<file path="config.mk">
export PLATFORM = sky130hd
export DESIGN_NAME = adc_window_stats_flat
export DESIGN_NICKNAME = d
export VERILOG_FILES = /design/src/rtl/adc_stats_pkg.sv /design/src/rtl/adc_window_stats_if.sv /design/src/rtl/adc_ch_stats.sv /design/src/rtl/adc_window_stats.sv /design/src/flat_wrapper.sv
export SDC_FILE = /design/constraint.sdc
export NUM_CORES = 1
export LEC_CHECK = 0
export ABC_AREA = 1
export CAP_MARGIN = 10
export CELL_PAD_IN_SITES_DETAIL_PLACEMENT = 1
export CELL_PAD_IN_SITES_GLOBAL_PLACEMENT = 1
export CORE_MARGIN = 2
export CORE_UTILIZATION = 35
export CTS_CLUSTER_DIAMETER = 200
export DETAILED_ROUTE_END_ITERATION = 16
export GPL_TIMING_DRIVEN = 0
export PLACE_DENSITY = 0.76
export SETUP_SLACK_MARGIN = 0.3
export SYNTH_ARGS = -nofsm -noshare
export SYNTH_HDL_FRONTEND = slang
export SYNTH_HIERARCHICAL = 1
export SYNTH_SLANG_ARGS = --single-unit
</file>
<file path="constraint.sdc">
create_clock -name clk_in -period 4.9 [get_ports clk_in]
set_clock_uncertainty 0.05 [all_clocks]
set_input_delay 0.98 -clock clk_in [delete_from_list [all_inputs] [get_ports clk_in]]
set_output_delay 0.98 -clock clk_in [all_outputs]
set_load 0.01 [all_outputs]
</file>
<file path="src/rtl/adc_stats_pkg.sv">
// Shared types and constants for the ADC window statistics block.
//   DATA_W_DEFAULT : default ADC sample width (LTC2195 output word)
//   state_e        : window FSM states
//   acc_width()    : signed accumulator width for a given sample width and window size
package adc_stats_pkg;

  localparam int unsigned DATA_W_DEFAULT = 16;

  typedef enum logic [1:0] {
    IDLE,
    FIRST,
    ACCUM
  } state_e;

  // Summing 2^log2_win samples of data_w bits grows the magnitude by at most log2_win bits.
  function automatic int unsigned acc_width(input int unsigned data_w,
                                            input int unsigned log2_win);
    return data_w + log2_win;
  endfunction

endpackage

</file>
<file path="src/rtl/adc_window_stats_if.sv">
// Sample stream in / window results out for adc_window_stats.
//   enable_in, data_valid_in, adc0_in, adc1_in, thresh_in : run control and sample pair
//   mean_out, min_out, max_out                            : {ch1, ch0} signed results
//   over_thresh_out                                       : per-channel p2p > thresh_in
//   stats_valid_out, busy_out                             : result pulse, window in progress
// master drives samples and reads results; slave is the statistics block.
interface adc_window_stats_if #(
  parameter int unsigned DATA_W = adc_stats_pkg::DATA_W_DEFAULT
);

  logic                  enable_in;
  logic                  data_valid_in;
  logic [DATA_W-1:0]     adc0_in;
  logic [DATA_W-1:0]     adc1_in;
  logic [DATA_W-1:0]     thresh_in;
  logic [2*DATA_W-1:0]   mean_out;
  logic [2*DATA_W-1:0]   min_out;
  logic [2*DATA_W-1:0]   max_out;
  logic [1:0]            over_thresh_out;
  logic                  stats_valid_out;
  logic                  busy_out;

  modport master (
    output enable_in, data_valid_in, adc0_in, adc1_in, thresh_in,
    input  mean_out, min_out, max_out, over_thresh_out, stats_valid_out, busy_out
  );

  modport slave (
    input  enable_in, data_valid_in, adc0_in, adc1_in, thresh_in,
    output mean_out, min_out, max_out, over_thresh_out, stats_valid_out, busy_out
  );

endinterface

</file>
<file path="src/rtl/adc_ch_stats.sv">
// One channel of window statistics: running sum, signed min/max, and the registered
// mean / min / max / peak-to-peak-over-threshold results.
//   clk_in, rst_in  : clock, synchronous active-low reset
//   load_in         : first sample of a window (restart sum/min/max from sample_in)
//   add_in          : fold sample_in into the running window
//   commit_in       : with add_in, this is the final sample; register results
//   sample_in       : signed ADC sample
//   thresh_in       : unsigned peak-to-peak threshold
//   mean_out, min_out, max_out, over_out : registered window results
module adc_ch_stats
  import adc_stats_pkg::*;
#(
  parameter int unsigned LOG2_WIN = 10,
  parameter int unsigned DATA_W   = DATA_W_DEFAULT
) (
  input  logic                     clk_in,
  input  logic                     rst_in,
  input  logic                     load_in,
  input  logic                     add_in,
  input  logic                     commit_in,
  input  logic signed [DATA_W-1:0] sample_in,
  input  logic        [DATA_W-1:0] thresh_in,
  output logic signed [DATA_W-1:0] mean_out,
  output logic signed [DATA_W-1:0] min_out,
  output logic signed [DATA_W-1:0] max_out,
  output logic                     over_out
);

  localparam int unsigned AccW = acc_width(DATA_W, LOG2_WIN);

  logic signed [AccW-1:0]   acc_q, acc_d;
  logic signed [DATA_W-1:0] min_q, min_d;
  logic signed [DATA_W-1:0] max_q, max_d;
  logic signed [AccW-1:0]   sample_ext;
  logic signed [AccW-1:0]   acc_sum;
  logic signed [DATA_W-1:0] min_upd;
  logic signed [DATA_W-1:0] max_upd;
  logic        [DATA_W:0]   p2p;

  logic signed [DATA_W-1:0] mean_q;
  logic signed [DATA_W-1:0] min_res_q;
  logic signed [DATA_W-1:0] max_res_q;
  logic                     over_q;

  always_comb begin
    sample_ext = {{LOG2_WIN{sample_in[DATA_W-1]}}, sample_in};
    acc_sum    = acc_q + sample_ext;
    min_upd    = (sample_in < min_q) ? sample_in : min_q;
    max_upd    = (sample_in > max_q) ? sample_in : max_q;
    // max >= min, so the sign-extended difference is non-negative and fits DATA_W+1 bits.
    p2p        = {max_upd[DATA_W-1], max_upd} - {min_upd[DATA_W-1], min_upd};

    acc_d = acc_q;
    min_d = min_q;
    max_d = max_q;
    if (load_in) begin
      acc_d = sample_ext;
      min_d = sample_in;
      max_d = sample_in;
    end else if (add_in) begin
      acc_d = acc_sum;
      min_d = min_upd;
      max_d = max_upd;
    end
  end

  always_ff @(posedge clk_in) begin
    if (!rst_in) begin
      acc_q     <= '0;
      min_q     <= '0;
      max_q     <= '0;
      mean_q    <= '0;
      min_res_q <= '0;
      max_res_q <= '0;
      over_q    <= 1'b0;
    end else begin
      acc_q <= acc_d;
      min_q <= min_d;
      max_q <= max_d;
      if (commit_in) begin
        // Dropping the low LOG2_WIN bits is an arithmetic shift (floor toward -inf),
        // and the remaining DATA_W bits always hold the full mean.
        mean_q    <= acc_sum[AccW-1:LOG2_WIN];
        min_res_q <= min_upd;
        max_res_q <= max_upd;
        over_q    <= (p2p > {1'b0, thresh_in});
      end
    end
  end

  assign mean_out = mean_q;
  assign min_out  = min_res_q;
  assign max_out  = max_res_q;
  assign over_out = over_q;

endmodule

</file>
<file path="src/rtl/adc_window_stats.sv">
// Two-channel ADC window statistics. Collects 2^LOG2_WIN sample pairs per window and
// reports per-channel mean, min, max and peak-to-peak-over-threshold, back to back.
//   clk_in : system clock (rising edge)
//   rst_in : synchronous active-low reset
//   bus    : adc_window_stats_if slave (run control, samples in; results, pulse, busy out)
module adc_window_stats
  import adc_stats_pkg::*;
#(
  parameter int unsigned LOG2_WIN = 10,
  parameter int unsigned DATA_W   = DATA_W_DEFAULT
) (
  input  logic                clk_in,
  input  logic                rst_in,
  adc_window_stats_if.slave   bus
);

  localparam int unsigned          CntW    = LOG2_WIN + 1;
  localparam logic [CntW-1:0]      LastCnt = CntW'((1 << LOG2_WIN) - 1);

  state_e          state_q, state_d;
  logic [CntW-1:0] count_q, count_d;
  logic            stats_valid_q;

  logic load;
  logic add;
  logic last;
  logic busy;

  logic signed [DATA_W-1:0] mean0, mean1, min0, min1, max0, max1;
  logic                     over0, over1;

  // State register
  always_ff @(posedge clk_in) begin
    if (!rst_in) begin
      state_q       <= IDLE;
      count_q       <= '0;
      stats_valid_q <= 1'b0;
    end else begin
      state_q       <= state_d;
      count_q       <= count_d;
      stats_valid_q <= last;
    end
  end

  // Next-state logic. Dropping enable_in abandons the window even on what would have
  // been its final sample, so a completed window always continues into FIRST.
  always_comb begin
    state_d = state_q;
    count_d = count_q;
    case (state_q)
      IDLE: begin
        count_d = '0;
        if (bus.enable_in) state_d = FIRST;
      end
      FIRST: begin
        if (!bus.enable_in) begin
          state_d = IDLE;
        end else if (bus.data_valid_in) begin
          state_d = ACCUM;
          count_d = CntW'(1);
        end
      end
      ACCUM: begin
        if (!bus.enable_in) begin
          state_d = IDLE;
        end else if (bus.data_valid_in) begin
          if (count_q == LastCnt) begin
            state_d = FIRST;
            count_d = '0;
          end else begin
            count_d = count_q + CntW'(1);
          end
        end
      end
      default: begin
        state_d = IDLE;
        count_d = '0;
      end
    endcase
  end

  // Output / datapath control decode
  always_comb begin
    load = 1'b0;
    add  = 1'b0;
    last = 1'b0;
    case (state_q)
      FIRST: load = bus.enable_in && bus.data_valid_in;
      ACCUM: begin
        add  = bus.enable_in && bus.data_valid_in;
        last = add && (count_q == LastCnt);
      end
      default: ;
    endcase
    busy = (state_q != IDLE);
  end

  adc_ch_stats #(
    .LOG2_WIN (LOG2_WIN),
    .DATA_W   (DATA_W)
  ) u_ch0 (
    .clk_in    (clk_in),
    .rst_in    (rst_in),
    .load_in   (load),
    .add_in    (add),
    .commit_in (last),
    .sample_in (bus.adc0_in),
    .thresh_in (bus.thresh_in),
    .mean_out  (mean0),
    .min_out   (min0),
    .max_out   (max0),
    .over_out  (over0)
  );

  adc_ch_stats #(
    .LOG2_WIN (LOG2_WIN),
    .DATA_W   (DATA_W)
  ) u_ch1 (
    .clk_in    (clk_in),
    .rst_in    (rst_in),
    .load_in   (load),
    .add_in    (add),
    .commit_in (last),
    .sample_in (bus.adc1_in),
    .thresh_in (bus.thresh_in),
    .mean_out  (mean1),
    .min_out   (min1),
    .max_out   (max1),
    .over_out  (over1)
  );

  assign bus.mean_out        = {mean1, mean0};
  assign bus.min_out         = {min1, min0};
  assign bus.max_out         = {max1, max0};
  assign bus.over_thresh_out = {over1, over0};
  assign bus.stats_valid_out = stats_valid_q;
  assign bus.busy_out        = busy;

endmodule
</file>
<file path="src/flat_wrapper.sv">
// flat-port wrapper written by rule: the top's interface ports become plain ports
module adc_window_stats_flat import adc_stats_pkg::*;
#(
  parameter int unsigned LOG2_WIN = 10,
  parameter int unsigned DATA_W   = DATA_W_DEFAULT
)
  (clk_in, rst_in, bus_enable_in, bus_data_valid_in, bus_adc0_in, bus_adc1_in, bus_thresh_in, bus_mean_out, bus_min_out, bus_max_out, bus_over_thresh_out, bus_stats_valid_out, bus_busy_out);
  adc_window_stats_if #(.DATA_W(DATA_W)) bus_i ();
  input  logic clk_in;
  input  logic rst_in;
  input wire logic [$bits(bus_i.enable_in)-1:0] bus_enable_in;
  input wire logic [$bits(bus_i.data_valid_in)-1:0] bus_data_valid_in;
  input wire logic [$bits(bus_i.adc0_in)-1:0] bus_adc0_in;
  input wire logic [$bits(bus_i.adc1_in)-1:0] bus_adc1_in;
  input wire logic [$bits(bus_i.thresh_in)-1:0] bus_thresh_in;
  output wire logic [$bits(bus_i.mean_out)-1:0] bus_mean_out;
  output wire logic [$bits(bus_i.min_out)-1:0] bus_min_out;
  output wire logic [$bits(bus_i.max_out)-1:0] bus_max_out;
  output wire logic [$bits(bus_i.over_thresh_out)-1:0] bus_over_thresh_out;
  output wire logic [$bits(bus_i.stats_valid_out)-1:0] bus_stats_valid_out;
  output wire logic [$bits(bus_i.busy_out)-1:0] bus_busy_out;
  assign bus_i.enable_in = bus_enable_in;
  assign bus_i.data_valid_in = bus_data_valid_in;
  assign bus_i.adc0_in = bus_adc0_in;
  assign bus_i.adc1_in = bus_adc1_in;
  assign bus_i.thresh_in = bus_thresh_in;
  assign bus_mean_out = bus_i.mean_out;
  assign bus_min_out = bus_i.min_out;
  assign bus_max_out = bus_i.max_out;
  assign bus_over_thresh_out = bus_i.over_thresh_out;
  assign bus_stats_valid_out = bus_i.stats_valid_out;
  assign bus_busy_out = bus_i.busy_out;
  adc_window_stats #(.LOG2_WIN(LOG2_WIN), .DATA_W(DATA_W)) u_core (.clk_in(clk_in), .rst_in(rst_in), .bus(bus_i));
endmodule
</file>
Yosys cells after proc, flatten, opt, wreduce, memory -nomap -nowiden --
Cells that the tools add are included.
Word-level totals: register bits 228, bits of input ports 52, output and inout bits 100, logic and storage cells 78
Cells by class: add/subtract/negate cells 5, magnitude comparators 6, equal/unequal tests 11, multiplexer cells 32, reduce and logical (&&, ||, !) cells 7
Operator list (count):
- 2-to-1 mux 16 bit | 12
- 2-to-1 mux 26 bit | 4
- 2-to-1 mux 11 bit | 5
- adder 26 x 16 -> 26 bit | 2
- > comparator 17 x 16 -> 1 bit | 2
- subtractor 16 x 16 -> 17 bit | 2
- > comparator 16 bit | 2
- < comparator 16 bit | 2
- case mux 11 bit (2 select lines) | 1
- 2-to-1 mux 2 bit | 6
- adder 11 x 1 -> 11 bit, second input constant | 1
- equality test 11 x 10 -> 1 bit, second input constant | 1
- inequality test 2 bit, second input constant | 5
- AND reduction 4 bit | 2
- inequality test 3 bit, second input constant | 2
- case mux 2 bit (3 select lines) | 1
- nonzero test 2 bit | 2
- 2-to-1 mux 1 bit | 3
- inequality test 3 x 2 -> 1 bit, second input constant | 1
- equality test 2 x 1 -> 1 bit, second input constant | 1
- equality test 2 bit, second input constant | 1
- logical AND 1 bit | 2
- logical NOT 2 bit | 1

Longest topological paths before layout --
Gate-level depths: netlist (run 1).
word-level depth 5, depth in mapped cells 43, gate-level depth less buffers 41

Cells and area by module --
The synthesis (run 1) kept the hierarchy.
Modules (own cells, without submodules):
- adc_ch_stats (u_core.u_ch1) | times used 1, cells each 1145, area an instance 7692.4 um2, seq. area each 2142.1 um2
- adc_ch_stats (u_core.u_ch0) | times used 1, cells each 1153, area an instance 7653.6 um2, seq. area each 2142.1 um2
- adc_window_stats | times used 1, cells each 131, area an instance 883.3 um2, seq. area each 280.3 um2

Least setup slack after synthesis (run 1) --
No wires, ideal clock.
path kind input to register, start input port bus_adc0_in[15], end register u_core.u_ch0.over_q (netlist: u_core/u_ch0/over_out), setup time 0.117 ns, data arrival time 5.142 ns, data required time 4.733 ns, slack -0.409 ns, stages 36, path buffers 2, path through ha_1 -> nand2_2 -> o21bai_1 -> nand2_1 -> a21oi_2 -> nand2_1 -> nand2_2 -> nand3_2 -> buf_2 -> buf_2 -> o21ai_0 -> ha_1 -> a21oi_1 -> o21ai_0 -> a21oi_1 -> nor2_1 -> nor2_1 -> o21ai_0 -> nand2_1 -> nand2_1 -> a21boi_1 -> o21ai_0 -> xor2_1 -> ha_1 -> nand2_1 -> nor2_1 -> a211oi_1 -> nand2_1 -> nand2_1 -> nand2_1 -> nand2_1 -> nand2_1 -> a21oi_1 -> nand2_1 -> nor2_1 -> nor2_1
On the way: longest elaborated chain between the ends 4, elaborated cells between the ends (all ways) 6, classes of those cells add/sub: 1; order compare: 3; mux: 2
Ends and longest elaborated chain:
- start, declared | RTL line flat_wrapper.sv:13 | input wire logic [$bits(bus_i.adc0_in)-1:0] bus_adc0_in;
- > comparator 16 bit | RTL line adc_ch_stats.sv:49 | max_upd = (sample_in > max_q) ? sample_in : max_q;
- 2-to-1 mux 16 bit | RTL line adc_ch_stats.sv:49
- net u_core.u_ch0.max_upd[2] | RTL line adc_ch_stats.sv:37 | logic signed [DATA_W-1:0] max_upd;
- subtractor 16 x 16 -> 17 bit | RTL line adc_ch_stats.sv:51 | p2p = {max_upd[DATA_W-1], max_upd} - {min_upd[DATA_W-1], min_upd};
- > comparator 17 x 16 -> 1 bit | RTL line adc_ch_stats.sv:86 | over_q <= (p2p > {1'b0, thresh_in});
- end signal, assigned | RTL line adc_ch_stats.sv:86
- end, declared | RTL line adc_ch_stats.sv:43 | logic over_q;
The timed path passes the listed nets, and every way through them passes these cells. A chain may end at the register's enable or synchronous reset.

Final worst setup path (run 1) --
start input port bus_adc0_in[15], end register u_core.u_ch0.over_q (netlist: u_core/u_ch0/over_out)
On the way: longest elaborated chain between the ends 4, elaborated cells between the ends (all ways) 6, classes of those cells add/sub: 1; order compare: 3; mux: 2
Ends and longest elaborated chain:
- < comparator 16 bit | RTL line adc_ch_stats.sv:48 | min_upd = (sample_in < min_q) ? sample_in : min_q;
- 2-to-1 mux 16 bit | RTL line adc_ch_stats.sv:48
- net u_core.u_ch0.min_upd[1] | RTL line adc_ch_stats.sv:36 | logic signed [DATA_W-1:0] min_upd;
- subtractor 16 x 16 -> 17 bit | RTL line adc_ch_stats.sv:51
- > comparator 17 x 16 -> 1 bit | RTL line adc_ch_stats.sv:86
The timed path passes the listed nets, and every way through them passes these cells.

==> results.sh, run 1 <==
export IMPL_status="complete, but fails checks"
export IMPL_failed_checks="negative setup slack"
export IMPL_top_regs="u_core/u_ch0/acc_q (26), u_core/u_ch1/acc_q (26)"
export IMPL_crit_type="input port to flip-flop"
export IMPL_overflow=0
export IMPL_initial_core_util=0.356
export IMPL_grt_pass1_vias=18400
export IMPL_worstSkewPairLatency_ns=0.59
export IMPL_p_seq_frac=0.291
export IMPL_drc=0
export IMPL_antenna_found_initial=1
export IMPL_gp_congestion=0.941
export IMPL_p_int_mw=4.16
export IMPL_p_comb_frac=0.394
export IMPL_numCtsBuffers=29
export IMPL_syn_area_sq_um=16200
export IMPL_synth_avg_cell_area_sq_um=6.68
export IMPL_setup_violations=2
export IMPL_htree_num_levels=1
export IMPL_synthArstFlopShare=0
export IMPL_maxSlewViolCount=0
export IMPL_ios=152
export IMPL_place_hpwl_um=49900
export IMPL_syn_nets=2664
export IMPL_synth_edf_count=0
export IMPL_worstSetupEndpointType="flip-flop"
export IMPL_maxCapViolations=0
export IMPL_tritoncts="yes"
export IMPL_final_nets=2917
export IMPL_rows=78
export IMPL_cp_num_buf_inv=6
export IMPL_hold_buffers=0
export IMPL_path_clk_slew_ns=0.06
export IMPL_ys_ff_latch=228
export IMPL_cp_required_ns=5.33
export IMPL_ys_types=51
export IMPL_final_cell_area_sq_um=21400
export IMPL_yosys_most_used_dff="dfxtp_1"
export IMPL_crit_arrival_ns=5.60
export IMPL_rsz0062_at_grt="true"
export IMPL_clock_sinks=228
export IMPL_critPathLaunchType="input port"
export IMPL_ys_seq_area_frac=0.281
export IMPL_core_area_sq_um=45600
export IMPL_num_vias=17800
export IMPL_worst_slew_pin_slew_ns=1.03
export IMPL_grt_usage=0.270
export IMPL_drt_iter0_drc=930
export IMPL_ir_drop_v=0.000239
export IMPL_via_per_inst=5.39
export IMPL_ff2ff_path_depth=36
export IMPL_grt_pass1_wl_um=102000
export IMPL_path_common_cell="nand2_1"
export IMPL_period_share=1.06
export IMPL_routed_wirelength_um=67800
export IMPL_max_stage_delay_ns=0.43
export IMPL_drtPass1Iterations=5
export IMPL_final_fill_count=5755
export IMPL_p_total_mw=6.67
export IMPL_wl_per_cell_um=20.6
export IMPL_clock_fmax_ghz=0.193
export IMPL_worst_slack_ns=-0.278
export IMPL_fin_util=0.469
export IMPL_syn2layout_area_growth_pct=31.8
export IMPL_die_x_um=219
export IMPL_die_area_sq_um=48100
export IMPL_cts_root_buffer_cell="clkbuf_16"
export IMPL_crit_fanout=13
export IMPL_p_sw_frac=0.377
export IMPL_hold_class="flip-flop to flip-flop"
export IMPL_power_switching_mw=2.51
export IMPL_place_area_sq_um=18600
export IMPL_timing_final_crit_period_ns=5.18
export IMPL_ys_warn_count=6
export IMPL_worst_path_stages=36
export IMPL_critical_path_top_delay_family="simple AND/OR/NAND/NOR gates"
export IMPL_postSynthCellCount=2429
export IMPL_power_leakage_nw=9.68
export IMPL_p_clk_frac=0.315
export IMPL_relSlewSlack=0.307
export IMPL_crit_slowest_cell="fa_2"
export IMPL_grt_max_degree=16
export IMPL_port_buffers=151
export IMPL_finalHoldViolCount=0
export IMPL_die_y_um=219
export IMPL_antenna_left=0
export IMPL_drive_above_1_share=0.152
export IMPL_hold_path_cell_count=2
export IMPL_p_per_area_nw_per_um2=312
export IMPL_cts_buffer_depth=3
[cell usage after synthesis, types with 9 or more instances]
master | instances | area, sq um
a21o_1 | 9 | 67.6
ha_1 | 179 | 2240
nand2_1 | 589 | 2210
dfxtp_1 | 228 | 4560
nor3_1 | 16 | 80.1
nor2_1 | 221 | 830
xor2_1 | 39 | 342
o21ai_0 | 162 | 811
o21bai_1 | 9 | 67.6
or2_2 | 22 | 138
nand4_1 | 21 | 131
buf_2 | 10 | 50.1
nand2_2 | 29 | 181
o211ai_1 | 40 | 300
xnor2_1 | 19 | 166
o21ai_1 | 18 | 90.1
a31oi_1 | 89 | 557
clkbuf_1 | 63 | 236
a21oi_1 | 169 | 846
buf_1 | 9 | 33.8
nand3_1 | 64 | 320
inv_1 | 352 | 1320
[logic make-up after synthesis]
logic type,after synthesis,synth area share
compound gates,523,0.183
flops,228,0.281
buf+inv,443,0.104
xor+xnor,58,0.0313
fa+ha+maj,183,0.143
simple gates,994,0.258
[area by class of cell]
class                   count  area (sq um)  share of cell area
repair buffers            222          2090              0.0978
flip-flops and latches    228          4570               0.213
inverters                 358          1350              0.0630
multi-input cells        1758         11300               0.526
clock buffers              40           827              0.0387
clock inverters             7          75.1             0.00351
diodes                      1          2.50            0.000117
well taps                 600           751              0.0351
plain buffers              85           468              0.0219
[cells in the final DEF (no fill, tap or decap), types with 6 or more instances in the layout]
| cell type | count |
|---|---|
| buf_4 | 75 |
| nor2_2 | 12 |
| nor2_1 | 211 |
| o21ai_1 | 29 |
| nand3_1 | 57 |
| a21o_1 | 9 |
| buf_6 | 18 |
| clkbuf_1 | 68 |
| clkbuf_16 | 29 |
| o211ai_1 | 40 |
| a21oi_1 | 149 |
| clkbuf_8 | 6 |
| o21ai_4 | 15 |
| nor3_1 | 12 |
| nand3_2 | 8 |
| dfxtp_1 | 226 |
| xnor2_1 | 19 |
| o21ai_0 | 127 |
| or2_2 | 22 |
| ha_1 | 126 |
| nand2_2 | 53 |
| xor2_1 | 38 |
| nand2_4 | 16 |
| a21oi_2 | 20 |
| buf_8 | 7 |
| inv_1 | 349 |
| buf_12 | 8 |
| clkdlybuf4s50_1 | 119 |
| nand2_1 | 554 |
| o21ai_2 | 9 |
| a31oi_1 | 89 |
| buf_1 | 9 |
| o21bai_1 | 9 |
| ha_4 | 50 |
| nand4_1 | 21 |
[routing by layer]
layer  vias to the layer above  wire length (um)  GRT usage
met5                         -                 0          0
met1                      8685             27300      0.317
met3                       153              3270     0.0299
met4                         0              3530      0.132
li1                       8449                 -          -
met2                       489             33700      0.488
[power groups by stage]
| stage | registers (mW) | logic [mW] | clock network (mW) |
|---|---|---|---|
| 5_1_grt | 1.95 | 2.87 | 2.24 |
| 6_report | 1.94 | 2.63 | 2.10 |
| 3_5_place_dp | 1.98 | 2.02 | 0 |
| 4_1_cts | 1.94 | 2.31 | 2.15 |
| 3_3_place_gp | 1.98 | 1.93 | 0 |
| 2_1_floorplan | 1.97 | 1.41 | 0 |
[tightest hold or removal path: stages (launching register included)]
cell and delay [ns]:
dfxtp_1 0.32, o211ai_1 0.08, inv_1 0.05
[worst paths after layout]
check	from	slack, ns	end
setup / recovery	bus_adc0_in[15]	-0.28	u_core/u_ch0/over_out
hold / removal	u_core/u_ch1/min_out[8]	0.42	u_core/u_ch1/min_out[8]
setup reg to reg	u_core/u_ch0/min_q[14]	-0.23	u_core/u_ch0/over_out
hold reg to reg	u_core/u_ch1/min_out[8]	0.42	u_core/u_ch1/min_out[8]
[through the flow]
step | hold slack (ns) | TNS [ns] | setup WS [ns] | cells
finish | 0.425 | -0.548 | -0.278 | 3299
global route | 0.457 | -0.919 | -0.467 | 3299
CTS | 0.434 | -0.399 | -0.199 | 3266
detailed placement | 0.418 | -5.34 | -2.71 | 3180
global placement | 0.416 | -5.16 | -2.59 | 3180
floorplan | 0.402 | -0.298 | -0.176 | 2429
[repair_timing]
action	CTS	global route
setup endpoints to repair	2	2
buffers inserted	39	32
pin swaps	48	81
resized for setup	306	183
Power figures use the tool's default switching activity.
==> run 2, diff against run 1 <==
RECOVER_POWER = 100   (was unset)
==> run 2 against run 1 <==
Against the previous run: the run still ends with negative setup slack left; non-clock buffer count stayed put; power is essentially flat; final area is 0.12% lower; clock-buffer cell count unchanged; hold slack got worse by 0.0051 ns; via count fell by 0.33%; die area unchanged; sequential share of layout area is essentially flat; register-to-register slack about the same; wire length hardly changed; critical path type unchanged.
==> results.sh, run 2 (synthesis results as in run 1) <==
export IMPL_die_area_sq_um=48100
export IMPL_crit_fanout=13
export IMPL_overflow=0
export IMPL_p_comb_frac=0.393
export IMPL_syn2layout_area_growth_pct=31.7
export IMPL_via_per_inst=5.37
export IMPL_cts_root_buffer_cell="clkbuf_16"
export IMPL_clock_sinks=228
export IMPL_critPathLaunchType="input port"
export IMPL_port_buffers=151
export IMPL_p_seq_frac=0.291
export IMPL_finalHoldViolCount=0
export IMPL_die_y_um=219
export IMPL_drt_iter0_drc=930
export IMPL_path_common_cell="nand2_1"
export IMPL_failed_checks="negative setup slack"
export IMPL_max_stage_delay_ns=0.43
export IMPL_num_vias=17700
export IMPL_antenna_found_initial=1
export IMPL_maxCapViolations=0
export IMPL_worstSkewPairLatency_ns=0.59
export IMPL_hold_class="flip-flop to flip-flop"
export IMPL_relSlewSlack=0.305
export IMPL_timing_final_crit_period_ns=5.17
export IMPL_p_clk_frac=0.315
export IMPL_clock_fmax_ghz=0.193
export IMPL_rsz0062_at_grt="true"
export IMPL_ff2ff_path_depth=36
export IMPL_tritoncts="yes"
export IMPL_grt_usage=0.270
export IMPL_dp_worst_setup_slack_ns=-2.71
export IMPL_hold_buffers=0
export IMPL_rows=78
export IMPL_initial_core_util=0.356
export IMPL_path_clk_slew_ns=0.06
export IMPL_cp_required_ns=5.33
export IMPL_multiInputGateArea_sq_um=11200
export IMPL_power_leakage_nw=10.0
export IMPL_grt_pass1_wl_um=102000
export IMPL_p_total_mw=6.67
export IMPL_routed_wirelength_um=67800
export IMPL_die_x_um=219
export IMPL_core_area_sq_um=45600
export IMPL_status="complete, but fails checks"
export IMPL_worstSetupEndpointType="flip-flop"
export IMPL_register_area_sq_um=4570
export IMPL_crit_slowest_cell="fa_2"
export IMPL_crit_type="input port to flip-flop"
export IMPL_htree_num_levels=1
export IMPL_final_cell_mix="556 x nand2_1, 349 x inv_1, 226 x dfxtp_1"
export IMPL_gp_congestion=0.941
export IMPL_p_per_area_nw_per_um2=312
export IMPL_grt_pass1_vias=18400
export IMPL_period_share=1.06
export IMPL_grt_max_degree=16
export IMPL_p_sw_frac=0.377
export IMPL_final_nets=2917
export IMPL_drtPass1Iterations=5
export IMPL_top_regs="u_core/u_ch0/acc_q (26), u_core/u_ch1/acc_q (26)"
export IMPL_worst_slew_pin_slew_ns=1.03
export IMPL_setup_violations=2
export IMPL_drive_above_1_share=0.150
export IMPL_final_common_cell="nand2_1"
export IMPL_cts_buffer_depth=3
export IMPL_crit_arrival_ns=5.60
export IMPL_fin_util=0.469
export IMPL_wl_per_cell_um=20.5
export IMPL_antenna_left=0
export IMPL_worst_slack_ns=-0.272
export IMPL_power_switching_mw=2.51
export IMPL_hold_path_cell_count=2
export IMPL_drc=0
export IMPL_place_hpwl_um=49900
export IMPL_final_fill_count=5757
export IMPL_ios=152
export IMPL_p_int_mw=4.15
export IMPL_maxSlewViolCount=0
export IMPL_ir_drop_v=0.000241
export IMPL_numCtsBuffers=29
-- run 2: cell types whose count changed in the layout (fill, tap and decap cells not counted), moves of 2 or more --
cell	before	now
buf_1	9	5
clkbuf_1	68	73
clkdlybuf4s50_1	119	17
dlygate4sd3_1	0	102
nand2_1	554	556
o21ai_0	127	129
o21ai_1	29	27
-- run 2: final cells by class --
class                      instances  share of cell area
buffer                            85              0.0215
antenna                            1            0.000117
clock buffer                      40              0.0387
tap                              600              0.0351
sequential                       228               0.214
timing repair buffer             222              0.0979
multi-input combinational       1758               0.526
clock inverter                     7             0.00351
inverter                         358              0.0631
-- run 2: worst paths after layout --
kind                                 from                       to  slack, ns
setup / recovery          bus_adc0_in[15]    u_core/u_ch0/over_out      -0.27
hold reg to reg   u_core/u_ch1/min_out[8]  u_core/u_ch1/min_out[8]       0.42
setup reg to reg   u_core/u_ch0/min_q[14]    u_core/u_ch0/over_out      -0.24
hold / removal    u_core/u_ch1/min_out[8]  u_core/u_ch1/min_out[8]       0.42
-- run 2: what timing repair did --
action	in CTS	in global routing
pin swaps	48	81
setup buffers	39	32
endpoints found under the setup margin	2	2
gates resized for setup	306	183
-- run 2: power groups by stage --
stage	combinational [mW]	clock, mW	sequential (mW)
after global routing	2.86	2.24	1.95
final	2.62	2.10	1.94
after detailed placement	2.02	0	1.98
after global placement	1.93	0	1.98
after CTS	2.31	2.15	1.94
after floorplan	1.41	0	1.97
-- run 2: through the flow --
stage	instances	area (sq um)	hold slack, ns	TNS (ns)
after CTS	3266	20400	0.434	-0.399
after floorplan	2429	16300	0.402	-0.298
final	3299	21400	0.420	-0.510
after detailed placement	3180	18600	0.418	-5.34
after global routing	3299	21400	0.451	-0.919
after global placement	3180	18600	0.416	-5.16
-- run 2: critical path: cells and delay by family --
family	cells	cell delay, ns
adders and majority gates	3	0.98
and+or+nand+nor	21	2.14
AOI/OAI and AO/OA	5	0.65
xor gates and xnor gates	1	0.17
buffers and inverters	6	0.64
-- run 2: layer usage --
| layer | wire [um] | vias to the layer above | GRT usage |
|---|---|---|---|
| met3 | 3240 | 157 | 0.0299 |
| met2 | 33700 | 476 | 0.488 |
| met5 | 0 | - | 0 |
| li1 | - | 8443 | - |
| met4 | 3540 | 0 | 0.132 |
| met1 | 27300 | 8641 | 0.317 |
==> run 3, diff against run 2 <==
CELL_PAD_IN_SITES_DETAIL_PLACEMENT = unset   (was 1)
CELL_PAD_IN_SITES_GLOBAL_PLACEMENT = unset   (was 1)
GPL_ROUTABILITY_DRIVEN = 0   (was unset)
PLACE_DENSITY = 0.59   (was 0.76)
==> run 3 against run 2 <==
Against the previous run: the flow still finishes with violations (negative setup slack); critical path depth decreased by 8; maximum frequency grew 1.7%; clock-buffer cell count fell by 4; via count shrank 3.0%; die area unchanged; sequential share of layout area about the same; sequential power hardly changed; setup slack improved by 0.085 ns; final area barely moved; combinational power shrank 6%; largest cell class unchanged; largest power group unchanged; highest routed layer unchanged.
==> results.sh, run 3 (synthesis results as in run 1) <==
export IMPL_status="complete, but fails checks"
export IMPL_failed_checks="negative setup slack"
export IMPL_final_cell_area_sq_um=21400
export IMPL_finalHoldViolCount=0
export IMPL_timing_final_crit_period_ns=5.09
export IMPL_hold_end="u_core/u_ch0/min_out[9]"
export IMPL_max_stage_delay_ns=0.45
export IMPL_worst_slack_ns=-0.186
export IMPL_top_regs="u_core/u_ch0/acc_q (26), u_core/u_ch1/acc_q (26)"
export IMPL_cp_num_buf_inv=4
export IMPL_ff2ff_path_depth=28
export IMPL_htree_num_levels=1
export IMPL_p_seq_frac=0.290
export IMPL_num_vias=17200
export IMPL_clock_sinks=228
export IMPL_path_clk_slew_ns=0.06
export IMPL_place_area_sq_um=18600
export IMPL_crit_fanout=7
export IMPL_ir_drop_v=0.000224
export IMPL_rsz0062_at_grt="true"
export IMPL_die_area_sq_um=48100
export IMPL_cts_buffer_depth=3
export IMPL_maxSlewViolCount=0
export IMPL_crit_type="input port to flip-flop"
export IMPL_core_area_sq_um=45600
export IMPL_drc=0
export IMPL_power_switching_mw=2.37
export IMPL_port_buffers=151
export IMPL_clock_fmax_ghz=0.197
export IMPL_r2r_start="u_core/u_ch0/max_q[11]"
export IMPL_final_fill_count=4455
export IMPL_worstSetupEndpointType="flip-flop"
export IMPL_p_comb_frac=0.366
export IMPL_path_common_cell="nand2_1"
export IMPL_worst_slew_pin_slew_ns=0.882
export IMPL_grt_pass1_vias=16500
export IMPL_critPathLaunchType="input port"
export IMPL_via_per_inst=5.20
export IMPL_p_int_mw=4.33
export IMPL_min_from="u_core/u_ch0/min_out[9]"
export IMPL_hold_path_cell_count=2
export IMPL_crit_arrival_ns=5.49
export IMPL_grt_usage=0.232
export IMPL_drtPass1Iterations=5
export IMPL_reg2reg_slack_ns=-0.10
export IMPL_power_leakage_nw=10.1
export IMPL_initial_core_util=0.356
export IMPL_worstSkewPairLatency_ns=0.57
export IMPL_final_common_cell="nand2_1"
export IMPL_relSlewSlack=0.406
export IMPL_p_per_area_nw_per_um2=313
export IMPL_maxCapViolations=0
export IMPL_cp_required_ns=5.30
export IMPL_final_nets=2916
export IMPL_die_y_um=219
export IMPL_r2r_end="u_core/u_ch0/over_out"
export IMPL_place_hpwl_um=43200
export IMPL_final_cell_mix="554 x nand2_1, 350 x inv_1, 228 x dfxtp_1"
export IMPL_crit_slowest_cell="o21ai_0"
export IMPL_rows=78
export IMPL_dp_worst_setup_slack_ns=-2.37
export IMPL_grt_max_degree=16
export IMPL_hold_slack_ns=0.425
export IMPL_hold_class="flip-flop to flip-flop"
export IMPL_hold_buffers=0
export IMPL_critical_path_top_delay_family="simple AND/OR/NAND/NOR gates"
export IMPL_antenna_found_initial=0
export IMPL_tritoncts="yes"
export IMPL_ios=152
export IMPL_period_share=1.04
export IMPL_fin_util=0.469
export IMPL_drt_iter0_drc=1339
export IMPL_p_clk_frac=0.344
export IMPL_antenna_left=0
export IMPL_n_antenna_cell=0
export IMPL_setup_violations=2
export IMPL_grt_pass1_wl_um=88000
export IMPL_overflow=0
export IMPL_die_x_um=219
export IMPL_syn2layout_area_growth_pct=31.7
export IMPL_drive_above_1_share=0.147
export IMPL_cts_root_buffer_cell="clkbuf_16"
export IMPL_numCtsBuffers=28
export IMPL_p_sw_frac=0.353
export IMPL_wl_per_cell_um=17.4
export IMPL_routed_wirelength_um=57500
## run 3: changes by cell type in the layout (fill, tap and decap cells not counted), sizes merged
cell      before  now
buf          117  120
bufinv         1    6
clkbuf       111  104
clkinv         7   11
clkinvlp       0    1
diode          1    0
inv          357  356
## run 3: power groups by stage
stage / Sequential (mW) / Clock (mW) / Combinational [mW]
floorplan: 1.97 / 0 / 1.41
global placement: 1.97 / 0 / 1.90
detailed placement: 1.98 / 0 / 1.94
CTS: 1.94 / 2.35 / 2.25
global route: 1.94 / 2.43 / 2.72
finish: 1.94 / 2.30 / 2.45
## run 3: layer usage
metal  share of wire  up-vias  global-route usage
li1                -     8458                   -
met1            0.41     7962               0.281
met2            0.48      607               0.406
met3           0.059      159              0.0281
met4           0.054        0               0.112
met5               0        -                   0
## run 3: how the worst max path moves through the flow
stage / cells past startpoint / from / to / slack [ns]
floorplan: 38 / bus_adc0_in[13] / u_core/u_ch0/over_out / -0.18
global placement: 35 / bus_adc0_in[15] / u_core/u_ch0/over_out / -2.32
detailed placement: 33 / bus_adc1_in[15] / u_core/u_ch1/over_out / -2.37
CTS: 38 / bus_adc0_in[1] / u_core/u_ch0/over_out / -0.06
global route: 41 / bus_adc1_in[2] / u_core/u_ch1/over_out / -0.40
finish: 28 / bus_adc0_in[10] / u_core/u_ch0/over_out / -0.19
## run 3: layout make-up
type / count / area (sq um) / share of cell area
Multi-Input combinational cell: 1758 / 11200 / 0.523
Clock buffer: 36 / 772 / 0.0361
Inverter: 358 / 1340 / 0.0629
Timing Repair Buffer: 222 / 2090 / 0.0976
Buffer: 85 / 449 / 0.0210
Sequential cell: 228 / 4560 / 0.214
Tap cell: 600 / 751 / 0.0351
Clock inverter: 16 / 240 / 0.0112
## run 3: what timing repair did
action / in CTS / in global routing
gates cloned: 0 / 0
endpoints found under the setup margin: 2 / 2
setup buffers: 48 / 23
gates resized for setup: 348 / 96
pin swaps: 64 / 77
## run 3: through the flow
step	setup TNS (ns)	total power, mW	std cells
after detailed placement	-4.73	3.92	3180
after global placement	-4.61	3.88	3180
after CTS	-0.0589	6.53	3280
after global routing	-0.804	7.09	3303
final	-0.271	6.70	3303
after floorplan	-0.298	3.38	2429
## run 3: worst min-delay path: stages, from the launching register on
cell      delay, ns
dfxtp_1        0.32
o211ai_1       0.08
inv_1          0.05
